==> src/rtl/iddr_deser_pkg.sv <==
// iddr_deser_pkg
//   Shared definitions for the multi-channel DDR input deserialiser:
//   - ddr_mode_e      : input-stage mode encoding
//   - ddr_mode_known  : tells whether a DDR_CLK_EDGE string is recognised
//   - ddr_mode_enc    : maps a DDR_CLK_EDGE string to ddr_mode_e
//   - slip_w / cnt_w  : widths of the slip offset and pair counter
package iddr_deser_pkg;

    // DDR_CLK_EDGE strings are compared as fixed-width byte vectors.
    localparam int unsigned MODE_NAME_W = 8 * 24;

    typedef enum logic {
        DDR_MODE_SAME_EDGE           = 1'b0,
        DDR_MODE_SAME_EDGE_PIPELINED = 1'b1
    } ddr_mode_e;

    function automatic logic ddr_mode_known(input logic [MODE_NAME_W-1:0] name);
        return (name == MODE_NAME_W'("SAME_EDGE")) ||
               (name == MODE_NAME_W'("SAME_EDGE_PIPELINED"));
    endfunction

    function automatic ddr_mode_e ddr_mode_enc(input logic [MODE_NAME_W-1:0] name);
        return (name == MODE_NAME_W'("SAME_EDGE_PIPELINED")) ?
               DDR_MODE_SAME_EDGE_PIPELINED : DDR_MODE_SAME_EDGE;
    endfunction

    // Width of SLIP_POS: $clog2(RATIO), never below 1.
    function automatic int unsigned slip_w(input int unsigned ratio);
        return (ratio <= 2) ? 1 : $clog2(ratio);
    endfunction

    // Pair counter must hold 0..RATIO/2 (RATIO/2 is the extra-pair state).
    function automatic int unsigned cnt_w(input int unsigned ratio);
        return (ratio <= 2) ? 1 : $clog2(ratio / 2 + 1);
    endfunction

endpackage

==> src/rtl/iddr_deser_lane.sv <==
// iddr_deser_lane
//   One data channel: RATIO+1 sample history shifted by two per enabled
//   cycle, plus the parity mux that picks the RATIO-sample word.
//   Ports:
//     C, RST_N  clock / async active-low reset
//     shift_en  shift the history this cycle
//     d_rise    older sample of the pair (goes to H[1])
//     d_fall    newer sample of the pair (goes to H[0])
//     sel_odd   slip parity; 1 selects H[RATIO..1], 0 selects H[RATIO-1..0]
//     word      word built from the post-shift history, bit 0 oldest
module iddr_deser_lane
    import iddr_deser_pkg::*;
#(
    parameter int unsigned RATIO = 4
) (
    input  logic             C,
    input  logic             RST_N,
    input  logic             shift_en,
    input  logic             d_rise,
    input  logic             d_fall,
    input  logic             sel_odd,
    output logic [RATIO-1:0] word
);

    logic [RATIO:0] hist_q;
    logic [RATIO:0] hist_next;

    always_comb begin
        hist_next = {hist_q[RATIO-2:0], d_rise, d_fall};
    end

    always_ff @(posedge C or negedge RST_N) begin
        if (!RST_N) begin
            hist_q <= '0;
        end else if (shift_en) begin
            hist_q <= hist_next;
        end
    end

    // The word is taken from hist_next so the register loads on the same
    // edge that shifts in the completing pair.
    always_comb begin
        word = '0;
        for (int unsigned j = 0; j < RATIO; j++) begin
            word[j] = sel_odd ? hist_next[RATIO - j] : hist_next[RATIO - 1 - j];
        end
    end

endmodule

==> src/rtl/iddr_deser.sv <==
// iddr_deser
//   Multi-channel DDR input deserialiser with run-time bitslip.
//   Ports:
//     C         clock, all logic on posedge
//     RST_N     asynchronous active-low reset
//     CE        capture enable; a rise/fall pair is consumed when 1
//     D_RISE    rising-edge sample per channel (older)
//     D_FALL    falling-edge sample per channel (newer)
//     BITSLIP   request to delay word alignment by one sample
//     Q         channel n at Q[n*RATIO +: RATIO], bit 0 oldest sample
//     Q_VALID   one-cycle strobe, Q is new
//     SLIP_POS  current slip offset 0..RATIO-1
module iddr_deser
    import iddr_deser_pkg::*;
#(
    parameter int unsigned WIDTH        = 8,
    parameter int unsigned RATIO        = 4,
    parameter              DDR_CLK_EDGE = "SAME_EDGE"
) (
    input  logic                       C,
    input  logic                       RST_N,
    input  logic                       CE,
    input  logic [WIDTH-1:0]           D_RISE,
    input  logic [WIDTH-1:0]           D_FALL,
    input  logic                       BITSLIP,
    output logic [WIDTH*RATIO-1:0]     Q,
    output logic                       Q_VALID,
    output logic [slip_w(RATIO)-1:0]   SLIP_POS
);

    localparam ddr_mode_e   MODE    = ddr_mode_enc(MODE_NAME_W'(DDR_CLK_EDGE));
    localparam int unsigned SLIP_W  = slip_w(RATIO);
    localparam int unsigned CNT_W   = cnt_w(RATIO);
    localparam int unsigned HALF    = RATIO / 2;

    localparam logic [CNT_W-1:0]  CNT_LAST  = CNT_W'(HALF - 1);
    localparam logic [CNT_W-1:0]  CNT_EXTRA = CNT_W'(HALF);
    localparam logic [SLIP_W-1:0] SLIP_MAX  = SLIP_W'(RATIO - 1);

    generate
        if (!(RATIO >= 2 && RATIO <= 16 && (RATIO % 2) == 0 && WIDTH >= 1 &&
              ddr_mode_known(MODE_NAME_W'(DDR_CLK_EDGE)))) begin : g_bad_param
            $fatal(1, "Attribute Syntax Error: iddr_deser WIDTH=%0d RATIO=%0d DDR_CLK_EDGE=%s",
                   WIDTH, RATIO, DDR_CLK_EDGE);
        end
    endgenerate

    // ---------------------------------------------------------------
    // Optional input register stage (data and enable only)
    // ---------------------------------------------------------------
    logic             ce_c;
    logic [WIDTH-1:0] rise_c;
    logic [WIDTH-1:0] fall_c;

    generate
        if (MODE == DDR_MODE_SAME_EDGE_PIPELINED) begin : g_pipe
            logic             ce_p;
            logic [WIDTH-1:0] rise_p;
            logic [WIDTH-1:0] fall_p;

            always_ff @(posedge C or negedge RST_N) begin
                if (!RST_N) begin
                    ce_p   <= 1'b0;
                    rise_p <= '0;
                    fall_p <= '0;
                end else begin
                    ce_p   <= CE;
                    rise_p <= D_RISE;
                    fall_p <= D_FALL;
                end
            end

            always_comb begin
                ce_c   = ce_p;
                rise_c = rise_p;
                fall_c = fall_p;
            end
        end else begin : g_direct
            always_comb begin
                ce_c   = CE;
                rise_c = D_RISE;
                fall_c = D_FALL;
            end
        end
    endgenerate

    // ---------------------------------------------------------------
    // Per-channel history and word selection
    // ---------------------------------------------------------------
    logic [SLIP_W-1:0]      slip_pos_q;
    logic [WIDTH*RATIO-1:0] word_all;

    for (genvar n = 0; n < WIDTH; n++) begin : g_lane
        iddr_deser_lane #(
            .RATIO (RATIO)
        ) u_lane (
            .C        (C),
            .RST_N    (RST_N),
            .shift_en (ce_c),
            .d_rise   (rise_c[n]),
            .d_fall   (fall_c[n]),
            .sel_odd  (slip_pos_q[0]),
            .word     (word_all[n*RATIO +: RATIO])
        );
    end

    // ---------------------------------------------------------------
    // Pair counter and slip control
    // ---------------------------------------------------------------
    logic [CNT_W-1:0]  cnt_q;
    logic [CNT_W-1:0]  cnt_d;
    logic              pend_q;
    logic              pend_d;
    logic [SLIP_W-1:0] slip_inc;
    logic              word_done;
    logic              slip_apply;
    logic [WIDTH*RATIO-1:0] q_q;
    logic              q_valid_q;

    always_comb begin
        word_done  = ce_c && (cnt_q == CNT_LAST);
        slip_apply = word_done && pend_q;
        slip_inc   = (slip_pos_q == SLIP_MAX) ? '0 : slip_pos_q + 1'b1;

        // cnt == CNT_EXTRA is the one-pair detour taken after an odd->even
        // slip; it consumes a pair without completing a word, which moves
        // the frame boundary by the second sample of that slip.
        cnt_d = cnt_q;
        if (ce_c) begin
            if (word_done) begin
                cnt_d = (slip_apply && !slip_inc[0]) ? CNT_EXTRA : '0;
            end else if (cnt_q == CNT_EXTRA) begin
                cnt_d = '0;
            end else begin
                cnt_d = cnt_q + 1'b1;
            end
        end

        pend_d = pend_q;
        if (slip_apply) begin
            pend_d = 1'b0;
        end else if (BITSLIP) begin
            pend_d = 1'b1;
        end
    end

    always_ff @(posedge C or negedge RST_N) begin
        if (!RST_N) begin
            cnt_q      <= '0;
            pend_q     <= 1'b0;
            slip_pos_q <= '0;
            q_q        <= '0;
            q_valid_q  <= 1'b0;
        end else begin
            cnt_q     <= cnt_d;
            pend_q    <= pend_d;
            q_valid_q <= word_done;
            if (word_done) begin
                q_q <= word_all;
            end
            if (slip_apply) begin
                slip_pos_q <= slip_inc;
            end
        end
    end

    always_comb begin
        Q        = q_q;
        Q_VALID  = q_valid_q;
        SLIP_POS = slip_pos_q;
    end

endmodule

==> config.mk <==
export PLATFORM = sky130hd
export DESIGN_NAME = iddr_deser
export DESIGN_NICKNAME = d
export VERILOG_FILES = /design/src/rtl/iddr_deser_pkg.sv /design/src/rtl/iddr_deser_lane.sv /design/src/rtl/iddr_deser.sv
export SDC_FILE = /design/constraint.sdc
export NUM_CORES = 1
export LEC_CHECK = 0
export ABC_AREA = 0
export BUFFER_PORTS_ARGS = -buffer_cell sky130_fd_sc_hd__buf_4
export CAP_MARGIN = 20
export CORE_UTILIZATION = 55
export DETAILED_ROUTE_END_ITERATION = 16
export PLACE_DENSITY = 0.79
export SYNTH_ARGS = -nofsm -noshare
export SYNTH_HDL_FRONTEND = slang
export SYNTH_SLANG_ARGS = --single-unit
export TNS_END_PERCENT = 30
==> constraint.sdc <==
create_clock -name C -period 1.79 [get_ports C]
set_clock_uncertainty 0.1 [all_clocks]
set_input_delay 0.0895 -clock C [delete_from_list [all_inputs] [get_ports C]]
set_output_delay 0.0895 -clock C [all_outputs]
set_load 0.02 [all_outputs]
==> metrics.cfg, run 1 <==
[outcome]
outcome=complete, no violations

[sta]
fin_crit_sh_pct=88.8
rsz0062_at_grt=no
setup-violations-final=0
tightest_slew_ps=768
slew_viol_final=0
hold_viol_final=0
fin_tns_setup_ps=0
fin_crit_ps=1590
slew_headroom_pct=48.8
clock.fmax_mhz=629

[grt]
track_usage_pct=22.7
grt_pass1_vias=1815
grt_max_degree=63
globalRouteOverflowTotal=0
grt_antenna_before_repair=0
grt_pass1_wl_um=8970

[clocking]
clk_pin_slew_ps=70
cts_buffer_depth=2
cts_setup_buffers=0
cts_num_sinks=62
cts.repair.resized=0
cts_hold_buf=18
cts_max_level=3
insertion_delay_ps=330
cts_inserted_buffers=9
root_buffer=clkbuf_8
cts_tree=done

[yosys]
synth.distinct_cells=18
syn_inst=174
netlist.top_cell.by_area=dfrtp_1
synth_warnings=0
syn_area_sq_um=2880
ys_ff_latch=62
synth_top_cell_area_share_pct=54.0
ys_seq_area_share_pct=54.0
syn-num-nets=195
yosys-top-cells-area=dfrtp_1 54%, mux2_2 22%, mux2_4 15%
syn_area_per_cell_sq_um=16.5

[detailed_routing]
drc=0
ant_nets=0
via_count=1687
first_iter_violations=84
via_per_inst=5.24
wl_per_cell_um=16.9
drtPass1Iterations=4
wl_um=5450

[hold_path]
whs_endpoint=cnt_q[0]
hold_class=in2reg
min_from=CE
min_path_cells=4

[power_and_ir_drop]
p_leak_uw=0.00170
p_per_area_nw_per_um2=1750
ir_drop_mv=1.16

[job]
maxCapViolCount=0

[floorplanning]
ios=55
std_cell_rows=25
core_area_sq_um=4880
die_w_um=74.3
dieArea_sq_um=5520
die_y_um=74.3
start_util_pct=58.9

[placed_design]
placed_area_sq_um=3310
place_congestion=0.717
hpwl_um=3440
place_inst=288
portBuffers=54

[critical_path]
crit_slowest_cell=dfrtp_1
cp_max_fo=18
cp.buffers_inverters=1
r2r-end=Q[24]
reg2reg_depth=3
r2r-start=cnt_q[1]
rrSetupSlack_ps=200
required_ps=1900
max_stage_delay_ps=400
crit_path_cell_trace=and3b_2, buf_12, mux2_2
startpoint_type=flip-flop
crit_type=reg2reg
crit_cells=3
arrival_ps=1700
crit_family=flip-flops
end_kind=flip-flop

[finish]
syn2layout_area_growth_pct=28.4
drive_above_1_share_pct=62.7
final_util_pct=75.7
final_design_area_no_fill_sq_um=3690
final_cells=322
nets=271
antenna_cells=0

## worst reg2reg max path, delay by kind of cell (launching register included)
family | cells | cell delay, ps
buf+inv | 1 | 220
simple gates | 1 | 400
mux | 1 | 350
flops | 1 | 400
## cell usage in the layout (no fill, tap or decap), drive strengths merged
cell type    count
inv              1
o21a             2
nor3b            1
mux2            90
ha               1
dfrtp           62
nor2             1
bufinv           1
clkinv           3
dlygate4sd3     18
a22o             1
buf             59
and3b            1
a21o             1
nand4b           1
clkbuf          12
## sequential cells by signal (all words and copies together), names as in the netlist
signal,flops
pend_q,1
SLIP_POS,2
cnt_q,2
Q,32
Q_VALID,1
g_lane.u_lane.hist_q,24
## metal layers
metal	up-vias	track usage, %	share of wire, %
met4	0	12.8	2.2
met2	41	37.7	51
li1	774	-	-
met3	12	5.15	3.7
met5	-	0	0
met1	860	27.6	43
## through the flow
stage | worst slack [ps] | hold slack, ps | total power [uW]
finish | 201 | 268 | 6470
global route | 156 | 294 | 6790
CTS | 206 | 257 | 6520
detailed placement | 218 | 113 | 5230
global placement | 248 | 92.1 | 5110
floorplan | 339 | -306 | 4300
## cells in the mapped netlist
| library cell | count |
|---|---|
| and3b_1 | 1 |
| buf_8 | 1 |
| nor3b_1 | 1 |
| nor2_1 | 1 |
| dfrtp_1 | 62 |
| a22o_1 | 1 |
| nand4b_1 | 1 |
| mux2_1 | 5 |
| buf_2 | 2 |
| ha_1 | 1 |
| inv_1 | 1 |
| o21a_1 | 2 |
| buf_12 | 2 |
| mux2_2 | 57 |
| buf_6 | 3 |
| a21o_1 | 1 |
| mux2_4 | 28 |
| buf_4 | 4 |
## power by group
group	leakage [uW]	switching, uW	internal [uW]
logic	0.000859	1290	1710
registers	0.000731	336	1910
clock network	0.000106	516	712
total	0.00170	2140	4330
## cell type report
cell class	instances	area, sq um
inverter	1	3.75
multi-input combinational	99	1190
timing repair buffer	77	661
fill	316	1190
tap	67	83.8
clock buffer	12	155
clock inverter	4	45.0
sequential	62	1550
## worst max-delay path by stage
| stage | slack (ps) | end | start |
|---|---|---|---|
| after CTS | 210 | Q[24] | cnt_q[1] |
| after floorplan | 340 | Q[0] | SLIP_POS[0] |
| after global placement | 250 | Q[24] | cnt_q[1] |
| after global routing | 160 | Q[24] | cnt_q[1] |
| after detailed placement | 220 | Q[24] | cnt_q[1] |
| final | 200 | Q[24] | cnt_q[1] |
## cells by family after synthesis
logic type / count (synthesis) / synth area share, %
multiplexers: 90 / 38.9
flip-flops: 62 / 54.0
buffers and inverters: 13 / 4.61
AO/OA/AOI/OAI: 4 / 1.09
AND/OR/NAND/NOR: 4 / 1.00
adder cells (fa/ha/maj): 1 / 0.435
No activity file was read; power rests on OpenSTA's default activity.
==> inputs of run 2 (changes only) <==
--- a/config.mk
+++ b/config.mk
@@ -11,6 +11,7 @@
 export CORE_UTILIZATION = 55
 export DETAILED_ROUTE_END_ITERATION = 16
 export PLACE_DENSITY = 0.79
+export SLEW_MARGIN = 40
 export SYNTH_ARGS = -nofsm -noshare
 export SYNTH_HDL_FRONTEND = slang
 export SYNTH_SLANG_ARGS = --single-unit
==> constraint.sdc (replaced) <==
create_clock -name C -period 1.8 [get_ports C]
set_clock_uncertainty 0.1 [all_clocks]
set_input_delay 0.09 -clock C [delete_from_list [all_inputs] [get_ports C]]
set_output_delay 0.09 -clock C [all_outputs]
set_load 0.02 [all_outputs]
==> run 2 against run 1 <==
Sequential share of layout area is essentially flat. Critical path type unchanged. Final cell count is the same. Sequential cell count is the same. Total power shrank 0.53%. Critical endpoint unchanged.
==> metrics.cfg, run 2 (synthesis results as in run 1) <==
[finish]
layout_common_cells=62 x dfrtp_1, 57 x mux2_2, 55 x buf_4
regArea_sq_um=1550  ; unchanged
largest_reg_flops=32  ; unchanged
final_design_area_no_fill_sq_um=3700  ; +0.10%
syn2layout_area_growth_pct=28.5
layout_commonest_cell=dfrtp_1
nets=271  ; unchanged
drive_above_1_share_pct=62.7  ; unchanged
antenna_cells=0  ; unchanged
multiInputGateArea_sq_um=1190  ; unchanged
nFillCells=315  ; -0.32%

[detailed_routing]
first_iter_violations=84  ; unchanged
ant_nets=0  ; unchanged
wl_um=5460  ; +0.20%
drtPass1Iterations=4  ; unchanged
via_count=1689  ; +0.12%
wl_per_cell_um=17.0  ; +0.20%
via_per_inst=5.25  ; +0.12%
drc=0  ; unchanged

[grt]
globalRouteOverflowTotal=0  ; unchanged
grt_pass1_wl_um=8970  ; unchanged
track_usage_pct=22.7  ; unchanged
grt_max_degree=63  ; unchanged
grt_pass1_vias=1815  ; unchanged
grt_antenna_before_repair=0  ; unchanged

[outcome]
outcome=complete, no violations

[sta]
setup-violations-final=0  ; unchanged
hold_viol_final=0  ; unchanged
slew_headroom_pct=63.1  ; +14 points
slew_viol_final=0  ; unchanged
fin_crit_sh_pct=88.3  ; -0.49 points
rsz0062_at_grt=no
clock.fmax_mhz=629  ; unchanged
tightest_slew_ps=553  ; -215 ps
fin_tns_setup_ps=0  ; unchanged
fin_crit_ps=1590  ; unchanged

[power_and_ir_drop]
p_leak_uw=0.00170  ; about the same
power.internal_uw=4310  ; -0.54%
ir_drop_mv=1.16  ; -0.53%
seqPwrFrac_pct=34.7  ; about the same
switching_power_uw=2130  ; -0.51%
p_per_area_nw_per_um2=1740  ; -0.63%
pwr-share-comb_pct=46.3  ; about the same
clkPwrFrac_pct=19.0  ; about the same
sw_frac_of_total_pct=33.1  ; about the same

[critical_path]
cp_max_fo=18  ; unchanged
crit_type=reg2reg
r2r-start=cnt_q[1]
startpoint_type=flip-flop
rrSetupSlack_ps=210  ; about the same
reg2reg_depth=3  ; unchanged
r2r-end=Q[24]
end_kind=flip-flop
endpoint=Q[24]
arrival_ps=1700  ; about the same
required_ps=1910  ; about the same
startpoint=cnt_q[1]

[placed_design]
place_congestion=0.717  ; unchanged
placed_area_sq_um=3310  ; unchanged
hpwl_um=3440  ; unchanged
portBuffers=54  ; unchanged

[floorplanning]
std_cell_rows=25  ; unchanged
die_w_um=74.3  ; unchanged
die_y_um=74.3  ; unchanged
dieArea_sq_um=5520  ; unchanged
core_area_sq_um=4880  ; unchanged
start_util_pct=58.9  ; unchanged
ios=55  ; unchanged

[clocking]
cts_inserted_buffers=9  ; unchanged
cts_tree=done
clk_pin_slew_ps=70  ; about the same
insertion_delay_ps=330  ; about the same
cts_num_sinks=62  ; unchanged
cts_buffer_depth=2  ; unchanged
root_buffer=clkbuf_8
cts_max_level=3  ; unchanged

[job]
maxCapViolCount=0  ; unchanged

[hold_path]
hold_class=in2async

[run 2: repair_timing]
action,CTS,global route
hold buffers,18,0
resized for setup,0,0
setup buffers,0,0
endpoints found under the hold margin,79,0
[run 2: worst min-delay path by stage]
stage,to,cells past startpoint
6_report,g_lane[3].u_lane.hist_q[2],2
5_1_grt,g_lane[3].u_lane.hist_q[1],2
4_1_cts,cnt_q[0],4
3_5_place_dp,g_lane[3].u_lane.hist_q[2],1
3_3_place_gp,g_lane[3].u_lane.hist_q[2],1
2_1_floorplan,Q[0],0
[run 2: metrics by stage]
stage	std cells	hold WS [ps]	power (uW)	worst slack [ps]	utilization [%]
final	322	206	6440	211	75.7
after global routing	322	244	6760	166	75.7
after CTS	322	257	6490	216	75.7
after detailed placement	288	113	5200	228	67.9
after global placement	288	92.6	5080	258	67.9
after floorplan	174	-306	4270	349	-
[run 2: cell type report]
type                    count  area share [%]
multi-input cells          99            32.3
repair buffers             77            18.0
clock buffers              12            4.20
flip-flops and latches     62            42.0
clock inverters             4            1.22
inverters                   1           0.102
well taps                  67            2.27
[run 2: power by group through the flow]
stage,Sequential (uW),Clock (uW),Combinational (uW)
2_1_floorplan,2660,0,1620
3_3_place_gp,2210,0,2870
3_5_place_dp,2240,0,2950
4_1_cts,2230,1250,3000
5_1_grt,2300,1310,3150
6_report,2230,1220,2980
[run 2: critical path: stages (launching register included)]
cell,delay [ps]
dfrtp_1,400
and3b_2,400
buf_12,220
mux2_2,340
[run 2: per-layer routing]
layer	wire, um	global-route usage, %	up-vias	part of all wire, %
met3	203	5.15	12	3.7
met4	120	12.8	0	2.2
met2	2770	37.7	41	51
li1	-	-	774	-
met1	2370	27.6	862	43
met5	0	0	-	0
